==> src/rtl/pwm_triangle_modulator_pkg.sv <==
// Shared definitions for the triangle-swept PWM modulator: default widths,
// ramp state encoding and the duty-limit clamp.
package pwm_pkg;

  localparam int CNT_W_DEF = 8;

  typedef enum logic {
    RAMP_UP   = 1'b0,
    RAMP_DOWN = 1'b1
  } ramp_state_e;

  // Limit a requested duty ceiling to what the carrier can actually express.
  function automatic int unsigned clamp_max(input int unsigned val, input int unsigned lim);
    return (val > lim) ? lim : val;
  endfunction

endpackage

==> src/rtl/pwm_triangle_modulator_if.sv <==
// Control/status bundle between the modulator and whoever drives it.
interface pwm_triangle_modulator_if
  import pwm_pkg::*;
#(
  parameter int CNT_W = CNT_W_DEF
);

  logic             freq_trig_in;
  logic             en_in;
  logic [CNT_W-1:0] duty_step_in;
  logic [CNT_W-1:0] duty_max_in;
  logic             pwm_out;
  logic             period_end_out;
  logic             dir_out;

  modport master (
    output freq_trig_in, en_in, duty_step_in, duty_max_in,
    input  pwm_out, period_end_out, dir_out
  );

  modport slave (
    input  freq_trig_in, en_in, duty_step_in, duty_max_in,
    output pwm_out, period_end_out, dir_out
  );

endinterface

==> src/rtl/pwm_triangle_modulator_duty_ramp.sv <==
// Triangle duty sweep: moves duty_act by one step per PWM period, bouncing
// between 0 and the clamped ceiling. Step and ceiling are only looked at on
// the period boundary strobe.
module duty_ramp
  import pwm_pkg::*;
#(
  parameter int               CNT_W = CNT_W_DEF,
  parameter logic [CNT_W-1:0] TOP   = CNT_W'(99)
) (
  input  logic             clk_in,
  input  logic             rst_n,
  input  logic             boundary,
  input  logic [CNT_W-1:0] step,
  input  logic [CNT_W-1:0] max,
  output logic [CNT_W-1:0] duty_act,
  output logic             dir
);

  localparam int          W1   = CNT_W + 1;
  localparam int unsigned FULL = int'(TOP) + 1;

  ramp_state_e      state, state_nxt;
  logic [CNT_W-1:0] duty_nxt;
  logic [W1-1:0]    duty_w, step_w, lim, sum_w, diff_w;

  // Arithmetic one bit wider than the counter so up-steps never wrap.
  assign duty_w = {1'b0, duty_act};
  assign step_w = {1'b0, step};
  assign lim    = W1'(clamp_max(32'(max), FULL));
  assign sum_w  = duty_w + step_w;
  assign diff_w = duty_w - step_w;

  // State and duty registers.
  always_ff @(posedge clk_in or negedge rst_n) begin
    if (!rst_n) begin
      state    <= RAMP_UP;
      duty_act <= '0;
    end else begin
      state    <= state_nxt;
      duty_act <= duty_nxt;
    end
  end

  // Next duty/direction, evaluated only at the period boundary; a zero step freezes the sweep.
  always_comb begin
    state_nxt = state;
    duty_nxt  = duty_act;
    if (boundary && (step != '0)) begin
      case (state)
        RAMP_UP: begin
          if (sum_w >= lim) begin
            duty_nxt  = lim[CNT_W-1:0];
            state_nxt = RAMP_DOWN;
          end else begin
            duty_nxt  = sum_w[CNT_W-1:0];
          end
        end
        RAMP_DOWN: begin
          if (duty_w > lim) begin
            // Ceiling was lowered under us: snap down and keep falling.
            duty_nxt  = lim[CNT_W-1:0];
          end else if (duty_w <= step_w) begin
            duty_nxt  = '0;
            state_nxt = RAMP_UP;
          end else begin
            duty_nxt  = diff_w[CNT_W-1:0];
          end
        end
        default: begin
          state_nxt = RAMP_UP;
          duty_nxt  = '0;
        end
      endcase
    end
  end

  // Direction flag straight from the state register.
  always_comb begin
    dir = (state == RAMP_DOWN);
  end

endmodule

==> src/rtl/pwm_triangle_modulator.sv <==
// Breathing PWM: a trigger-driven carrier counter compared against a duty
// value that the ramp sub-block sweeps up and down once per period.
module pwm_triangle_modulator
  import pwm_pkg::*;
#(
  parameter int               CNT_W = CNT_W_DEF,
  parameter logic [CNT_W-1:0] TOP   = CNT_W'(99)
) (
  input  logic                        clk_in,
  input  logic                        rst_n,
  pwm_triangle_modulator_if.slave     bus
);

  logic [CNT_W-1:0] cnt;
  logic [CNT_W-1:0] duty_act;
  logic             advance;
  logic             boundary;
  logic             dir;
  logic             pwm_p1;
  logic             period_end_p1;

  // Enable dominates the trigger: no advance and no boundary while idle.
  assign advance  = bus.en_in & bus.freq_trig_in;
  assign boundary = advance & (cnt == TOP);

  // Carrier counter: 0..TOP on trigger pulses, cleared while disabled.
  always_ff @(posedge clk_in or negedge rst_n) begin
    if (!rst_n) begin
      cnt <= '0;
    end else if (!bus.en_in) begin
      cnt <= '0;
    end else if (advance) begin
      cnt <= boundary ? '0 : cnt + CNT_W'(1);
    end
  end

  duty_ramp #(
    .CNT_W (CNT_W),
    .TOP   (TOP)
  ) u_ramp (
    .clk_in   (clk_in),
    .rst_n    (rst_n),
    .boundary (boundary),
    .step     (bus.duty_step_in),
    .max      (bus.duty_max_in),
    .duty_act (duty_act),
    .dir      (dir)
  );

  // Registered compare and wrap pulse, one cycle behind the counter.
  always_ff @(posedge clk_in or negedge rst_n) begin
    if (!rst_n) begin
      pwm_p1        <= 1'b0;
      period_end_p1 <= 1'b0;
    end else begin
      pwm_p1        <= bus.en_in & (cnt < duty_act);
      period_end_p1 <= boundary;
    end
  end

  assign bus.pwm_out        = pwm_p1;
  assign bus.period_end_out = period_end_p1;
  assign bus.dir_out        = dir;

endmodule

==> src/flat_wrapper.sv <==
// flat-port wrapper written by rule: the top's interface ports become plain ports
module pwm_triangle_modulator_flat import pwm_pkg::*;
#(
  parameter int               CNT_W = CNT_W_DEF,
  parameter logic [CNT_W-1:0] TOP   = CNT_W'(99)
)
  (clk_in, rst_n, bus_freq_trig_in, bus_en_in, bus_duty_step_in, bus_duty_max_in, bus_pwm_out, bus_period_end_out, bus_dir_out);
  pwm_triangle_modulator_if #(.CNT_W(CNT_W)) bus_i ();
  input  logic clk_in;
  input  logic rst_n;
  input wire logic [$bits(bus_i.freq_trig_in)-1:0] bus_freq_trig_in;
  input wire logic [$bits(bus_i.en_in)-1:0] bus_en_in;
  input wire logic [$bits(bus_i.duty_step_in)-1:0] bus_duty_step_in;
  input wire logic [$bits(bus_i.duty_max_in)-1:0] bus_duty_max_in;
  output wire logic [$bits(bus_i.pwm_out)-1:0] bus_pwm_out;
  output wire logic [$bits(bus_i.period_end_out)-1:0] bus_period_end_out;
  output wire logic [$bits(bus_i.dir_out)-1:0] bus_dir_out;
  assign bus_i.freq_trig_in = bus_freq_trig_in;
  assign bus_i.en_in = bus_en_in;
  assign bus_i.duty_step_in = bus_duty_step_in;
  assign bus_i.duty_max_in = bus_duty_max_in;
  assign bus_pwm_out = bus_i.pwm_out;
  assign bus_period_end_out = bus_i.period_end_out;
  assign bus_dir_out = bus_i.dir_out;
  pwm_triangle_modulator #(.CNT_W(CNT_W), .TOP(TOP)) u_core (.clk_in(clk_in), .rst_n(rst_n), .bus(bus_i));
endmodule
==> config.mk <==
export PLATFORM = sky130hd
export DESIGN_NAME = pwm_triangle_modulator_flat
export DESIGN_NICKNAME = d
export VERILOG_FILES = /design/src/rtl/pwm_triangle_modulator_pkg.sv /design/src/rtl/pwm_triangle_modulator_if.sv /design/src/rtl/pwm_triangle_modulator_duty_ramp.sv /design/src/rtl/pwm_triangle_modulator.sv /design/src/flat_wrapper.sv
export SDC_FILE = /design/constraint.sdc
export NUM_CORES = 1
export LEC_CHECK = 0
export ABC_AREA = 1
export BUFFER_PORTS_ARGS = -buffer_cell sky130_fd_sc_hd__clkbuf_2
export CELL_PAD_IN_SITES_DETAIL_PLACEMENT = 2
export CELL_PAD_IN_SITES_GLOBAL_PLACEMENT = 2
export CORE_UTILIZATION = 38
export CTS_BUF_LIST = sky130_fd_sc_hd__clkbuf_4 sky130_fd_sc_hd__clkbuf_8 sky130_fd_sc_hd__clkbuf_16
export DETAILED_ROUTE_END_ITERATION = 10
export MAX_ROUTING_LAYER = met4
export PLACE_DENSITY = 0.84
export SLEW_MARGIN = 20
export SYNTH_ARGS = -nofsm -noshare
export SYNTH_HDL_FRONTEND = slang
export SYNTH_SLANG_ARGS = --single-unit
==> constraint.sdc <==
create_clock -name clk_in -period 6.35 [get_ports clk_in]
set_input_delay 0.635 -clock clk_in [delete_from_list [all_inputs] [get_ports clk_in]]
set_output_delay 0.635 -clock clk_in [all_outputs]
set_load 0.01 [all_outputs]
* After elaboration in Yosys (flattened, before gate mapping)
Index checks and enable logic that the tools add are counted.
** Storage, ports and cells
- Bits in registers :: 19
- Bits of input ports :: 20
- Output and inout port bits :: 3
** Operators by class
- Add/subtract/negate cells :: 3
- $lt $le $gt $ge :: 5
- Equality and inequality tests :: 2
- Mux-type cells :: 12
- Bitwise logic cells :: 4
- Reductions and logical operators :: 2
** Operators by type and width (number)
- $mux W8 :: 7
- $pmux W8 S2 :: 1
- $add A8 B8 Y9 :: 1
- $ge A9 B8 Y1 :: 1
- $add A8 B1 Y8 const B :: 1
- $eq A8 B7 Y1 const B :: 1
- $gt A8 B7 Y1 const B :: 1
- $gt A8 B8 Y1 :: 1
- $le A8 B8 Y1 :: 1
- $lt A8 B8 Y1 :: 1
- $reduce_bool A8 Y1 :: 1
- $sub A8 B8 Y8 :: 1
- $and A1 B1 Y1 :: 3
- $mux W1 :: 3
- $ne A2 B1 Y1 const B :: 1
- $pmux W1 S2 :: 1
- $logic_and A1 B1 Y1 :: 1
- $not A1 Y1 :: 1

* Logic depth before layout (Yosys ltp)
- Depth after elaboration :: 5
- Depth in mapped cells :: 22

* Hierarchy
From an unflattened synthesis, not the netlist that was laid out.
** Second synthesis, totals
- Cell total of the unflattened synthesis :: 400
- Area, all modules :: 2718.9 um^2
** By module, submodules not included
- duty_ramp :: times used 1, cells each 295, area each 1976.9 um^2, seq. area each 225.2 um^2
- pwm_triangle_modulator :: times used 1, cells each 105, area each 742.0 um^2, seq. area each 250.2 um^2

* Least setup slack after synthesis
No wires, ideal clock.
- Path kind :: input -> register
- Start point :: in bus_duty_step_in[0]
- End point :: reg u_core.u_ramp.duty_act[5]
- Setup time :: 0.118 ns
- Arrival time :: 3.124 ns
- Data required time :: 6.232 ns
- Path slack :: 3.108 ns
- Stages :: 20
- Path buffers :: 0
- Path through :: ha_1 > fa_1 > nand3_1 > nand2_2 > a21oi_1 > o21ai_0 > xor2_1 > inv_1 > ha_1 > nand2_1 > nor3_1 > nand4_4 > nand2_4 > nor2_8 > nand2_4 > nand2_1 > nand3_1 > nand2_1 > nand2_1 > nand2_1
** On the way
- Cells in the longest elaborated chain, start to end :: 4
- Elaborated cells between the ends (all ways) :: 10
- Those cells by class :: add/sub (2); order compare (2); mux (4); reduce/logical (2)
** Ends and longest elaborated chain
- start: declaration :: line flat_wrapper.sv:13 : input wire logic [$bits(bus_i.duty_step_in)-1:0] bus_duty_step_in;
- $add A8 B8 Y9, or another cell as far along :: line pwm_triangle_modulator_duty_ramp.sv:30 : assign sum_w = duty_w + step_w;
- $ge A9 B8 Y1 / $mux W8 (equally long branches) :: line pwm_triangle_modulator_duty_ramp.sv:51, pwm_triangle_modulator_duty_ramp.sv:62
- $mux W8, on equally long branches :: line pwm_triangle_modulator_duty_ramp.sv:51, pwm_triangle_modulator_duty_ramp.sv:59
- $pmux W8 S2 :: line pwm_triangle_modulator_duty_ramp.sv:49 : case (state)
- end signal: assignment :: line pwm_triangle_modulator_duty_ramp.sv:40 : duty_act <= duty_nxt;
- end: declaration :: line pwm_triangle_modulator_duty_ramp.sv:15 : output logic [CNT_W-1:0] duty_act,
Parallel ways exist; a longest one is shown, timed or not.
A chain may end at the register's enable or synchronous reset.

* Worst setup path in the final report
- Start point :: in bus_duty_step_in[0]
- End point :: reg u_core.u_ramp.duty_act[1]
The elaborated chain is that of the path after synthesis.

==> impl_metrics.tcl <==
set metrics [dict create \
    status "completed" \
    end_kind "register" \
    postSynth.asyncResetShare_pct 100 \
    slew_violations 0 \
    drt_first_pass_iters 4 \
    clk_latency_ns 0.26 \
    netlist_area_um2 2640 \
    cts_tree "yes" \
    vdd_drop_max_v 0.000103 \
    grt_usage_pct 27.3 \
    grt_pass1_vias 2864 \
    core_um2 6530 \
    drc 0 \
    relSlewSlack_pct 62.8 \
    synth_edf_count 0 \
    synth_seq_cells 19 \
    std_cell_rows 29 \
    crit_chain "clkbuf_2 -> ha_1 -> fa_1 -> nand3_1 -> nand2_2 -> a21oi_1 -> o21ai_0 -> xor2_1 -> inv_1 -> ha_1 -> nand2_1 -> nor3_1 -> nand4_4 -> nand2_4 -> nor2_8 -> nand2_4 -> nand2_1 -> nand3_1 -> nand2_1 -> nand2_1 -> nand2_1" \
    worst_pin_slew_ns 0.554 \
    hpwl_mm 7.48 \
    hold_path_class "in -> async" \
    vias 2610 \
    reg2reg_depth 20 \
    initial_core_util_pct 40.3 \
    slowest_stage "fa_1" \
    period_share_pct 55.3 \
    max_freq_mhz 285 \
    clockBufferDepth 2 \
    synth_cells 368 \
    port_buffers 22 \
    h-tree-depth 1 \
    synth_xor_xnor_area_share_pct 4.65 \
    slowest_delay_ns 0.42 \
    finalSetupViolations 0 \
    cellLeakagePower_nw 1.53 \
    grt_max_degree 20 \
    skew_ns 0.00650 \
    drt_iter0_drc 85 \
    post-route-min-period_ns 3.51 \
    synth_fa_ha_area_share_pct 19.6 \
    critPathLaunchType "input pin" \
    die_width_um 85.3 \
    netlist_top_cells_area "dfrtp_1 (18%), ha_1 (18%), nand2_1 (12%)" \
    crit_fanout 10 \
    maxCapViolCount 0 \
    ctsRootBufferMaster "clkbuf_8" \
    pin_count 23 \
    yosys.area_share.simple_pct 37.9 \
    synth_top_area_share_pct 18.0 \
    synth_top_family_by_area "simple AND/OR/NAND/NOR gates" \
    finalWirelength_mm 9.02 \
    critPathRequiredTime_ns 6.50 \
    routedWlPerCell_um 19.3 \
    area_delta_synth_final_pct 8.40 \
    setup_ws_ns 2.84 \
    gp_congestion 0.883 \
    setup_tns_ns 0 \
    drtAntennaViolNets 0 \
    antenna_found_initial 0 \
    critPathMostFrequentCell "nand2_1" \
    final_hold_viol_count 0 \
    antennaDiodeCount 0 \
    arrival_ns 3.67 \
    drive_above_1_share_pct 14.1 \
    post-cts-setup-buffer-count 0 \
    synth_largest_area_cell "dfrtp_1" \
    ys.flop_type "dfrtp_1" \
    synth.distinct_cells 43 \
    synth.most_common_cell "nand2_1" \
    cts.repair.resized 0 \
    fillers 821 \
    power.density_nw_per_um2 117 \
    final_nets 452 \
    rsz0062_at_grt "false" \
    critPathKind "in -> reg" \
    die_h_um 85.3 \
    synth_warnings 0 \
    die-area_um2 7270 \
    syn_area_per_cell_um2 7.16 \
    viasPerCell 5.58 \
    post-place-ws_ns 2.52 \
    cts_hold_buf 0 \
    grt_overflow 0 \
    clk_pin_slew_ns 0.08 \
    cts_sinks 19 \
    grt_pass1_wl_mm 14.8 \
    power.total_mw 0.335 \
    synth_compound_gate_area_share_pct 10.2 \
    muxShareOfSynthArea_pct 0 \
    ys_top_cells_by_count "nand2_1 (86), inv_1 (52), nand3_1 (46)" \
    cts_buffers 3 \
    ys_seq_area_share_pct 18.0 \
]
## final cells by class
type	count	area, um^2	area share [%]
timing repair buffer	22	110	3.85
multi-input combinational	290	1910	67.0
inverter	56	215	7.53
tap	77	96.3	3.37
sequential	19	475	16.6
clock inverter	1	5.00	0.175
clock buffer	3	41.3	1.45
## where the power goes
part / switching, mW / total, mW / internal, mW
registers: 0.00360 / 0.127 / 0.123
clock network: 0.0444 / 0.0881 / 0.0438
logic: 0.0800 / 0.120 / 0.0404
## layer usage
layer	part of all wire, %	global-route usage, %
met1	47	34.5
met2	51	48.9
met3	2.3	3.21
met4	0.25	2.27
met5	0	-
## flip-flops by register name, indices dropped and copies added (netlist names)
| name | count |
|---|---|
| u_core.bus.period_end_out | 1 |
| u_core.bus.pwm_out | 1 |
| u_core.u_ramp.dir | 1 |
| u_core.u_ramp.duty_act | 8 |
| u_core.cnt | 8 |
## critical path, delay by kind of cell
kind | cells | cell delay (ns)
simple gates | 13 | 1.40
xor+xnor | 1 | 0.21
fa+ha+maj | 3 | 0.97
buf+inv | 2 | 0.19
compound gates | 2 | 0.24
## path summary, 6_finish.rpt
check	startpoint	endpoint	slack (ns)
worst min-delay path	rst_n	u_core.u_ramp.duty_act[5]$_DFFE_PN0P_	0.32
worst max register to register	u_core.u_ramp.duty_act[3]$_DFFE_PN0P_	u_core.u_ramp.duty_act[1]$_DFFE_PN0P_	2.85
max in group asynchronous	rst_n	u_core.bus.period_end_out$_DFF_PN0_	5.68
worst max-delay path	bus_duty_step_in[0]	u_core.u_ramp.duty_act[1]$_DFFE_PN0P_	2.84
min in group clk_in	u_core.cnt[0]$_DFFE_PN0P_	u_core.cnt[0]$_DFFE_PN0P_	0.58
worst min register to register	u_core.cnt[0]$_DFFE_PN0P_	u_core.cnt[0]$_DFFE_PN0P_	0.58
## placed cells by master, fill, tap and decap left out, drive strengths merged, types with 8 or more instances in the layout
cell    netlist  layout
nand2        97      97
inv          55      55
nand3        49      49
ha           38      38
clkbuf        0      25
a21oi        22      22
dfrtp        19      19
nor2         18      18
xor2         11      11
nand4        10      10
nor3          9       9
o21ai         8       8
## per-stage QoR
| step | cell area, um^2 | utilization [%] | hold WS (ns) | cells |
|---|---|---|---|---|
| 6_report | 2860 | 43.7 | 0.319 | 468 |
| 4_1_cts | 2860 | 43.7 | 0.338 | 468 |
| 3_3_place_gp | 2810 | 43.0 | 0.519 | 464 |
| 3_5_place_dp | 2810 | 43.0 | 0.542 | 464 |
| 2_1_floorplan | 2640 | - | 0.339 | 369 |
| 5_1_grt | 2860 | 43.7 | 0.349 | 468 |
## cell families (layout without fill, tap and decap cells)
group,after synthesis,after routing
AOI/OAI and AO/OA,45,45
xor gates and xnor gates,14,14
adders and majority gates,40,40
buffers and inverters,60,82
DFF,19,19
other,1,2
and+or+nand+nor,189,189
No activity file was read; power rests on OpenSTA's default activity.
